<file path="src/rtl/wb_daq_write_sequencer_pkg.sv">
`default_nettype none
// ============================================================================
// Module      : wb_daq_write_sequencer_pkg
// Description : Shared definitions for the DAQ write sequencer: FSM state
//               encodings, control register bit positions and the per-word
//               address stride.
// Ports       : none (package)
// Revision    : 1.0 - initial release
// ============================================================================
package wb_daq_write_sequencer_pkg;

  // Bit position of the run-enable flag inside control_reg.
  localparam int DAQ_CTRL_ENABLE = 0;

  // Byte stride between consecutive 32-bit word writes.
  localparam int DAQ_ADDR_INCR = 4;

  typedef enum logic [2:0] {
    ST_IDLE      = 3'd0,
    ST_FETCH     = 3'd1,
    ST_LATCH     = 3'd2,
    ST_ISSUE     = 3'd3,
    ST_WAIT_ACT  = 3'd4,
    ST_WAIT_DONE = 3'd5,
    ST_COMPLETE  = 3'd6
  } seq_state_t;

endpackage
`default_nettype wire

</file>
<file path="src/rtl/wb_daq_write_sequencer_if.sv">
`default_nettype none
// ============================================================================
// Module      : wb_daq_write_sequencer_if
// Description : Request port between the write sequencer and the Wishbone
//               bus master.
// Signals     : start     - one-cycle request pulse
//               address   - byte address of the write
//               selection - byte lane select
//               write     - write/read select (always write here)
//               data_wr   - write data
//               active    - bus master busy flag (fed back to requester)
// Modports    : master - request generator side (sequencer)
//               slave  - bus master side
// Revision    : 1.0 - initial release
// ============================================================================
interface wb_daq_write_sequencer_if #(
  parameter int dw = 32,
  parameter int aw = 32
);
  logic          start;
  logic [aw-1:0] address;
  logic [3:0]    selection;
  logic          write;
  logic [dw-1:0] data_wr;
  logic          active;

  modport master (
    output start, address, selection, write, data_wr,
    input  active
  );

  modport slave (
    input  start, address, selection, write, data_wr,
    output active
  );
endinterface
`default_nettype wire

</file>
<file path="src/rtl/wb_daq_write_sequencer.sv">
`default_nettype none
// ============================================================================
// Module      : wb_daq_write_sequencer
// Description : Drains samples from the DAQ sample FIFO and issues one
//               single-word Wishbone write per sample to incrementing word
//               addresses, starting at base_address, until sample_count
//               words have been written.
// Ports       : wb_clk, wb_rst_n  - clock, async active-low reset
//               control_reg       - bit DAQ_CTRL_ENABLE starts/aborts runs
//               base_address      - first byte address (latched at start)
//               sample_count      - words per run (latched at start)
//               fifo_empty/data   - sample FIFO status and read data
//               fifo_rd_en        - FIFO pop strobe
//               busy/done         - run in progress / run-complete pulse
//               words_written     - words completed in current/last run
//               bus               - request port to the bus master
// Revision    : 1.0 - initial release
// ============================================================================
module wb_daq_write_sequencer
  import wb_daq_write_sequencer_pkg::*;
#(
  parameter int dw = 32,
  parameter int aw = 32,
  parameter int CW = 16
) (
  input  logic                 wb_clk,
  input  logic                 wb_rst_n,
  input  logic [dw-1:0]        control_reg,
  input  logic [aw-1:0]        base_address,
  input  logic [CW-1:0]        sample_count,
  input  logic                 fifo_empty,
  input  logic [dw-1:0]        fifo_data,
  output logic                 fifo_rd_en,
  output logic                 busy,
  output logic                 done,
  output logic [CW-1:0]        words_written,
  wb_daq_write_sequencer_if.master bus
);

  seq_state_t    r_state;
  logic          r_enable_prev;
  logic [aw-1:0] r_address;
  logic [dw-1:0] r_data;
  logic [CW-1:0] r_target;
  logic          r_start;

  logic          w_enable;
  logic [CW-1:0] w_next_count;
  logic          w_unused_ctrl;

  assign w_enable      = control_reg[DAQ_CTRL_ENABLE];
  assign w_next_count  = words_written + CW'(1);
  // Only the enable bit is defined; the rest of control_reg is ignored.
  assign w_unused_ctrl = ^control_reg;

  assign bus.start     = r_start;
  assign bus.address   = r_address;
  assign bus.data_wr   = r_data;
  assign bus.selection = 4'hF;
  assign bus.write     = 1'b1;

  // The FIFO pop is registered one step ahead: whenever the FSM enters (or
  // sits in) FETCH, fifo_rd_en is loaded from the current fifo_empty, so the
  // strobe is high during the FETCH cycle itself. The sequencer is the only
  // consumer, so a FIFO seen non-empty stays non-empty until it pops. Once
  // the strobe has fired the word is committed and finished even if enable
  // falls, so a popped sample is never dropped.
  always_ff @(posedge wb_clk or negedge wb_rst_n) begin
    if (!wb_rst_n) begin
      r_state       <= ST_IDLE;
      r_enable_prev <= 1'b0;
      r_address     <= '0;
      r_data        <= '0;
      r_target      <= '0;
      r_start       <= 1'b0;
      fifo_rd_en    <= 1'b0;
      busy          <= 1'b0;
      done          <= 1'b0;
      words_written <= '0;
    end else begin
      r_enable_prev <= w_enable;

      case (r_state)
        ST_IDLE: begin
          if (w_enable && !r_enable_prev) begin
            r_address     <= base_address;
            r_target      <= sample_count;
            words_written <= '0;
            busy          <= 1'b1;
            if (sample_count == '0) begin
              done    <= 1'b1;
              r_state <= ST_COMPLETE;
            end else begin
              fifo_rd_en <= !fifo_empty;
              r_state    <= ST_FETCH;
            end
          end
        end

        ST_FETCH: begin
          if (fifo_rd_en) begin
            fifo_rd_en <= 1'b0;
            r_state    <= ST_LATCH;
          end else if (!w_enable) begin
            busy    <= 1'b0;
            r_state <= ST_IDLE;
          end else begin
            fifo_rd_en <= !fifo_empty;
          end
        end

        ST_LATCH: begin
          r_data  <= fifo_data;
          r_start <= 1'b1;
          r_state <= ST_ISSUE;
        end

        ST_ISSUE: begin
          r_start <= 1'b0;
          r_state <= ST_WAIT_ACT;
        end

        ST_WAIT_ACT: begin
          if (bus.active) begin
            r_state <= ST_WAIT_DONE;
          end
        end

        ST_WAIT_DONE: begin
          if (!bus.active) begin
            words_written <= w_next_count;
            r_address     <= r_address + aw'(DAQ_ADDR_INCR);
            if (w_next_count == r_target) begin
              done    <= 1'b1;
              r_state <= ST_COMPLETE;
            end else if (!w_enable) begin
              busy    <= 1'b0;
              r_state <= ST_IDLE;
            end else begin
              fifo_rd_en <= !fifo_empty;
              r_state    <= ST_FETCH;
            end
          end
        end

        ST_COMPLETE: begin
          done    <= 1'b0;
          busy    <= 1'b0;
          r_state <= ST_IDLE;
        end

        default: begin
          r_start    <= 1'b0;
          fifo_rd_en <= 1'b0;
          done       <= 1'b0;
          busy       <= 1'b0;
          r_state    <= ST_IDLE;
        end
      endcase
    end
  end

endmodule
`default_nettype wire
</file>
<file path="src/flat_wrapper.sv">
// flat-port wrapper written by rule: the top's interface ports become plain ports
module wb_daq_write_sequencer_flat import wb_daq_write_sequencer_pkg::*;
#(
  parameter int dw = 32,
  parameter int aw = 32,
  parameter int CW = 16
)
  (wb_clk, wb_rst_n, control_reg, base_address, sample_count, fifo_empty, fifo_data, fifo_rd_en, busy, done, words_written, bus_start, bus_address, bus_selection, bus_write, bus_data_wr, bus_active);
  wb_daq_write_sequencer_if #(.dw(dw), .aw(aw)) bus_i ();
  input  logic wb_clk;
  input  logic wb_rst_n;
  input  logic [dw-1:0] control_reg;
  input  logic [aw-1:0] base_address;
  input  logic [CW-1:0] sample_count;
  input  logic fifo_empty;
  input  logic [dw-1:0] fifo_data;
  output logic fifo_rd_en;
  output logic busy;
  output logic done;
  output logic [CW-1:0] words_written;
  output wire logic [$bits(bus_i.start)-1:0] bus_start;
  output wire logic [$bits(bus_i.address)-1:0] bus_address;
  output wire logic [$bits(bus_i.selection)-1:0] bus_selection;
  output wire logic [$bits(bus_i.write)-1:0] bus_write;
  output wire logic [$bits(bus_i.data_wr)-1:0] bus_data_wr;
  input wire logic [$bits(bus_i.active)-1:0] bus_active;
  assign bus_start = bus_i.start;
  assign bus_address = bus_i.address;
  assign bus_selection = bus_i.selection;
  assign bus_write = bus_i.write;
  assign bus_data_wr = bus_i.data_wr;
  assign bus_i.active = bus_active;
  wb_daq_write_sequencer #(.dw(dw), .aw(aw), .CW(CW)) u_core (.wb_clk(wb_clk), .wb_rst_n(wb_rst_n), .control_reg(control_reg), .base_address(base_address), .sample_count(sample_count), .fifo_empty(fifo_empty), .fifo_data(fifo_data), .fifo_rd_en(fifo_rd_en), .busy(busy), .done(done), .words_written(words_written), .bus(bus_i));
endmodule
</file>
<file path="config.mk">
export PLATFORM = sky130hd
export DESIGN_NAME = wb_daq_write_sequencer_flat
export DESIGN_NICKNAME = d
export VERILOG_FILES = /design/src/rtl/wb_daq_write_sequencer_pkg.sv /design/src/rtl/wb_daq_write_sequencer_if.sv /design/src/rtl/wb_daq_write_sequencer.sv /design/src/flat_wrapper.sv
export SDC_FILE = /design/constraint.sdc
export NUM_CORES = 1
export LEC_CHECK = 0
export CORE_ASPECT_RATIO = 1.5
export CORE_MARGIN = 1.5
export CORE_UTILIZATION = 41
export CTS_CLUSTER_SIZE = 16
export DETAILED_ROUTE_END_ITERATION = 7
export PLACE_DENSITY = 0.78
export SYNTH_ARGS = -nofsm -noshare
export SYNTH_HDL_FRONTEND = slang
export SYNTH_SLANG_ARGS = --single-unit
</file>
<file path="constraint.sdc">
create_clock -name wb_clk -period 2.35 [get_ports wb_clk]
set_input_delay 0.5875 -clock wb_clk [delete_from_list [all_inputs] [get_ports wb_clk]]
set_output_delay 0.5875 -clock wb_clk [all_outputs]
set_load 0.02 [all_outputs]
</file>
==> qor.yml, run 1 <==
synthesis:
  synth_seq_area_share: 0.470
  synth-edff-count: 0
  synth_ff_type: "dfrtp_1"
  yosys_warnings: 0
  syn_area_sq_um: 5530
  async_flop_share: 1.00
  yosysUniqueCellTypes: 59
  syn_inst: 605
  synth_seq_cells: 104
  syn_area_per_cell_sq_um: 9.15
setup_path:
  worstRegToRegCells: 9
  cp_num_buf_inv: 2
  crit_path_top_delay_cell: "dfrtp_2"
  critPathKind: "reg2reg"
  crit_path_start_kind: "register"
  path_max_fanout: 8
  required_ps: 2580
  critPathArrivalTime_ps: 2600
  crit_family: "simple AND/OR/NAND/NOR gates"
  worst_path_largest_cell_delay_ps: 460
  critical_path.cell_chain: "nand4_1 > buf_4 > nor4_2 > xnor2_1 > nand4_1 > buf_4 > nor4_4 > a2111oi_1 > nand3b_1"
  crit_cells: 9
  end_kind: "register"
die:
  dieArea_sq_um: 14200
  core_area_sq_um: 13100
  io_pins: 205
  initial_utilization: 0.423
  die_width_um: 97.9
  fp.dieH_um: 145
  num_rows: 51
global_routing:
  grt_pass1_vias: 5628
  grt_pass1_wl_um: 27300
  antenna_found_initial: 0
  grt_overflow: 0
  grt_usage: 0.235
  grt_max_degree: 43
clock_tree:
  clock_latency_ps: 350
  cts_sinks: 104
  path_clk_slew_ps: 70
  clock_path_buffers: 2
  cts_tree: "built"
  cts_buffers: 9
  h-tree-depth: 3
  cts_root_buf: "clkbuf_16"
status:
  outcome: "finished with violations"
  violations: "negative setup slack"
sta:
  setup_viol: 1
  slew_viol_final: 0
  setup_slack_ps: -19.5
  timing.fmax_mhz: 422
  whs_ps: 149
  hold_violations: 0
  post-route-period-util: 1.01
  skew_ps: 7.04
  period_minus_slack_ps: 2370
  rsz0062_at_grt: "true"
detailed_routing:
  wirelength_um: 16800
  dr.first_iter.drc_count: 442
  vias_per_cell: 5.68
  wl_per_cell_um: 17.3
  route.detailed.drc: 0
  ant_nets: 0
  drt_pass1_iterations: 5
  via_count: 5514
power:
  ir_worst_vdd_mv: 0.743
  power.density_nw_per_um2: 1140
  power.leakage_nw: 3.41
  total_power_mw: 9.35
layout:
  nets: 924
  fill_cells: 1046
  antenna_cells: 0
  finalNonFillerCells: 970
  seqCellArea_sq_um: 2610
  drive_above_1_share: 0.176
  layout_commonest_cell: "clkdlybuf4s50_1"
  multi_input_area_sq_um: 2880
  layout_common_cells: "clkdlybuf4s50_1 (167), nand2_1 (124), dfrtp_1 (99), buf_4 (62), o21ai_0 (43)"
  area_delta_synth_final_pct: 48.0
min_path:
  hold_class: "in2async"
placement:
  dp.cells: 951
  routabilityCongestion: 0.906
  dp_hpwl_um: 12200
  io_buffers: 168
run:
  drv_cap: 0
## Yosys cell counts (6+ instances only)
library cell    n  area share
clkbuf_1       31       0.021
nand2_1       125       0.085
nor4_1         10       0.011
dfrtp_1       104        0.47
a31oi_1        12       0.014
mux2_2         32       0.065
o21ai_0        45       0.041
xnor2_1        16       0.025
nand3_1        28       0.025
a21oi_1        27       0.024
xor2_1         10       0.016
mux2i_1         8       0.014
and3_1          7      0.0079
a32oi_1        13       0.021
nand4_1        12       0.014
nor3_1          7      0.0063
buf_2           6      0.0054
nor2_1         35       0.024
## per-stage QoR
step,worst slack [ps],setup TNS (ps),area [sq um],utilization
global placement,-223,-985,7730,0.591
detailed placement,-226,-1690,7730,0.591
CTS,19.2,0,8100,0.619
finish,-19.5,-19.5,8190,0.626
floorplan,42.0,0,5560,-
global route,-103,-148,8190,0.626
## logic make-up after synthesis
| family | share of synthesized area |
|---|---|
| buffers and inverters | 0.0373 |
| xor gates and xnor gates | 0.0452 |
| other | 0.000678 |
| AOI/OAI and AO/OA | 0.152 |
| DFF | 0.470 |
| adders and majority gates | 0.00452 |
| muxes | 0.0796 |
| and+or+nand+nor | 0.210 |
## state kept, by name (all words and copies together) (netlist names)
| name | flops |
|---|---|
| u_core.bus.address | 32 |
| u_core.busy | 1 |
| u_core.r_enable_prev | 1 |
| u_core.words_written | 16 |
| u_core.r_state | 3 |
| u_core.r_target | 16 |
| u_core.bus.data_wr | 32 |
| u_core.bus.start | 1 |
| u_core.done | 1 |
| u_core.fifo_rd_en | 1 |
## cell type report
| class | instances | share of cell area |
|---|---|---|
| inverters | 3 | 0.00138 |
| multi-input cells | 457 | 0.352 |
| well taps | 159 | 0.0243 |
| clock inverters | 7 | 0.0105 |
| clock buffers | 9 | 0.0275 |
| repair buffers | 231 | 0.266 |
| flip-flops and latches | 104 | 0.319 |
## worst register-to-register path, delay by kind of cell (launching register included)
family	cells	cell delay (ps)
flip-flops	1	460
AO/OA/AOI/OAI	1	140
AND/OR/NAND/NOR	5	1100
buffers and inverters	2	400
XOR/XNOR	1	170
## final timing paths
| path | startpoint | endpoint | slack, ps |
|---|---|---|---|
| setup / recovery | u_core.words_written[8]$_DFFE_PN0P_ | u_core.fifo_rd_en$_DFFE_PN0P_ | -20 |
| hold / removal | wb_rst_n | u_core.bus.data_wr[11]$_DFFE_PN0P_ | 150 |
| setup reg to reg | u_core.words_written[8]$_DFFE_PN0P_ | u_core.fifo_rd_en$_DFFE_PN0P_ | -20 |
| hold reg to reg | u_core.bus.address[0]$_DFFE_PN0P_ | u_core.bus.address[0]$_DFFE_PN0P_ | 480 |
| max in group asynchronous | wb_rst_n | u_core.words_written[8]$_DFFE_PN0P_ | 1580 |
| min in group wb_clk | u_core.bus.address[0]$_DFFE_PN0P_ | u_core.bus.address[0]$_DFFE_PN0P_ | 480 |
## per-layer routing
layer / vias to the layer above / wire length, um / global-route usage
met4: 0 / 397 / 0.0964
met3: 33 / 1270 / 0.0655
li1: 2569 / - / -
met5: - / 0 / 0
met1: 2648 / 6400 / 0.266
met2: 264 / 8690 / 0.411
## repair_timing
action | in CTS | in global routing
pin swaps | 5 | 4
gates resized for setup | 8 | 16
hold buffers | 0 | 0
cloned | 0 | 0
setup endpoints to repair | 2 | 6
setup buffers | 1 | 2
## power breakdown
part	switching (mW)	total [mW]	internal (mW)
sequential	0.690	3.24	2.55
combinational	2.30	4.53	2.23
clock	0.728	1.58	0.851
total	3.72	9.35	5.63
Power figures use the tool's default switching activity.
==> run 2, diff against run 1 <==
- CORE_UTILIZATION: 41 -> 45
- PLACE_DENSITY: 0.78 -> 0.81
- clock period: 2.35 -> 2.3 ns (I/O delays scaled with it)
==> qor.yml, run 2 (synthesis results as in run 1) <==
clock_tree:
  hold_buffers: 0
  clock_latency_ps: 350
  path_clk_slew_ps: 80
  h-tree-depth: 3
  clock_path_buffers: 2
  cts_root_buf: "clkbuf_16"
  cts_sinks: 104
  cts_tree: "built"
  cts_buffers: 9
sta:
  hold_violations: 0
  timing.fmax_mhz: 445
  setup_viol: 0
  period_minus_slack_ps: 2250
  skew_ps: 9.02
  setup_slack_ps: 50.3
  slew_viol_final: 0
  post-route-period-util: 0.978
  rsz0062_at_grt: "true"
placement:
  dp_hpwl_um: 12100
  io_buffers: 168
  post_dp_cell_area_sq_um: 7790
  post-place-ws_ps: -323
  routabilityCongestion: 0.879
power:
  total_power_mw: 9.61
  power.leakage_nw: 3.54
  power.density_nw_per_um2: 1150
  ir_worst_vdd_mv: 0.691
detailed_routing:
  route.detailed.drc: 0
  wirelength_um: 16700
  vias_per_cell: 5.67
  wl_per_cell_um: 17.2
  drt_pass1_iterations: 5
  ant_nets: 0
  via_count: 5491
  dr.first_iter.drc_count: 315
global_routing:
  grt_overflow: 0
  grt_max_degree: 62
  grt_pass1_vias: 5474
  antenna_found_initial: 0
  grt_usage: 0.256
  grt_pass1_wl_um: 26500
setup_path:
  crit_path_start_kind: "register"
  timing.rr.end: "u_core.fifo_rd_en$_DFFE_PN0P_"
  critPathArrivalTime_ps: 2540
  setup.worst_path.end: "u_core.fifo_rd_en$_DFFE_PN0P_"
  worstRegToRegCells: 10
  end_kind: "register"
  r2r_slack_ps: 50
  worst_path_largest_cell_delay_ps: 450
  critical_path.startpoint: "u_core.words_written[4]$_DFFE_PN0P_"
  crit_path_top_delay_cell: "dfrtp_2"
  critical_path.cell_chain: "buf_6 > xor2_2 > xnor2_2 > a2111oi_4 > nand4_1 > buf_4 > nor4_4 > buf_4 > nand3_2 > nand3b_1"
  critPathKind: "reg2reg"
  path_max_fanout: 5
  crit_path_frequent_cell: "buf_4"
  required_ps: 2590
  rr_startpoint: "u_core.words_written[4]$_DFFE_PN0P_"
layout:
  area_delta_synth_final_pct: 50.5
  drive_above_1_share: 0.187
  antenna_cells: 0
  layout_commonest_cell: "clkdlybuf4s50_1"
  layout_common_cells: "clkdlybuf4s50_1 (160), nand2_1 (124), dfrtp_1 (99), buf_4 (62), o21ai_0 (43)"
  nets: 928
  final_area_sq_um: 8330
status:
  outcome: "completed"
die:
  fp.dieH_um: 139
  die_width_um: 93.5
  core_area_sq_um: 12000
  num_rows: 49
  io_pins: 205
  dieArea_sq_um: 13000
  initial_utilization: 0.460
min_path:
  hold_class: "in2async"
run:
  drv_cap: 0
[run 2: cell count changes in the layout (fill, tap and decap cells not counted), sizes merged]
cell | previous run | this run
buf | 64 | 68
clkdlybuf4s50 | 167 | 160
dlymetal6s2s | 0 | 7
[run 2: metal layers]
metal / up-vias / track usage / routed length, um / share of wire
met1: 2645 / 0.299 / 6310 / 0.38
met5: - / 0 / 0 / 0
met3: 38 / 0.0411 / 1040 / 0.063
li1: 2575 / - / - / -
met2: 233 / 0.459 / 8840 / 0.53
met4: 0 / 0.103 / 478 / 0.029
[run 2: cell type report]
| type | count | area, sq um |
|---|---|---|
| Multi-Input combinational cell | 457 | 2940 |
| Inverter | 3 | 11.3 |
| Fill cell | 969 | 3690 |
| Clock buffer | 9 | 225 |
| Timing Repair Buffer | 235 | 2270 |
| Clock inverter | 7 | 86.3 |
| Tap cell | 153 | 191 |
| Sequential cell | 104 | 2610 |
[run 2: how the worst min path moves through the flow]
stage                                   endpoint  cells after the start
5_1_grt        u_core.bus.address[0]$_DFFE_PN0P_                      1
3_3_place_gp   u_core.bus.address[0]$_DFFE_PN0P_                      1
3_5_place_dp   u_core.bus.address[0]$_DFFE_PN0P_                      1
2_1_floorplan  u_core.bus.address[0]$_DFFE_PN0P_                      0
4_1_cts        u_core.bus.address[0]$_DFFE_PN0P_                      1
6_report       u_core.bus.address[0]$_DFFE_PN0P_                      1
[run 2: critical path: cells and delay by family (launching register included)]
kind / cells / cell delay (ps)
compound gates: 1 / 330
xor+xnor: 2 / 340
buf+inv: 3 / 520
flops: 1 / 450
simple gates: 4 / 550
[run 2: timing repair]
item / CTS / global route
endpoints found under the setup margin: 5 / 7
pin swaps: 4 / 13
buffers inserted: 2 / 1
gates cloned: 0 / 0
gates resized for setup: 9 / 32
[run 2: where the power goes]
group	leakage [nW]	internal (mW)	total (mW)	switching [mW]
sequential	1.28	2.61	3.31	0.700
combinational	2.11	2.33	4.68	2.35
clock	0.150	0.870	1.62	0.749
total	3.54	5.81	9.61	3.80
[run 2: through the flow]
| step | util | TNS, ps | hold WS, ps | instances |
|---|---|---|---|---|
| after floorplan | - | 0 | 279 | 609 |
| after global placement | 0.648 | -1530 | 386 | 949 |
| after detailed placement | 0.648 | -2030 | 387 | 949 |
| after CTS | 0.680 | 0 | 11.6 | 967 |
| after global routing | 0.693 | -167 | 8.44 | 968 |
| final | 0.693 | 0 | 18.2 | 968 |
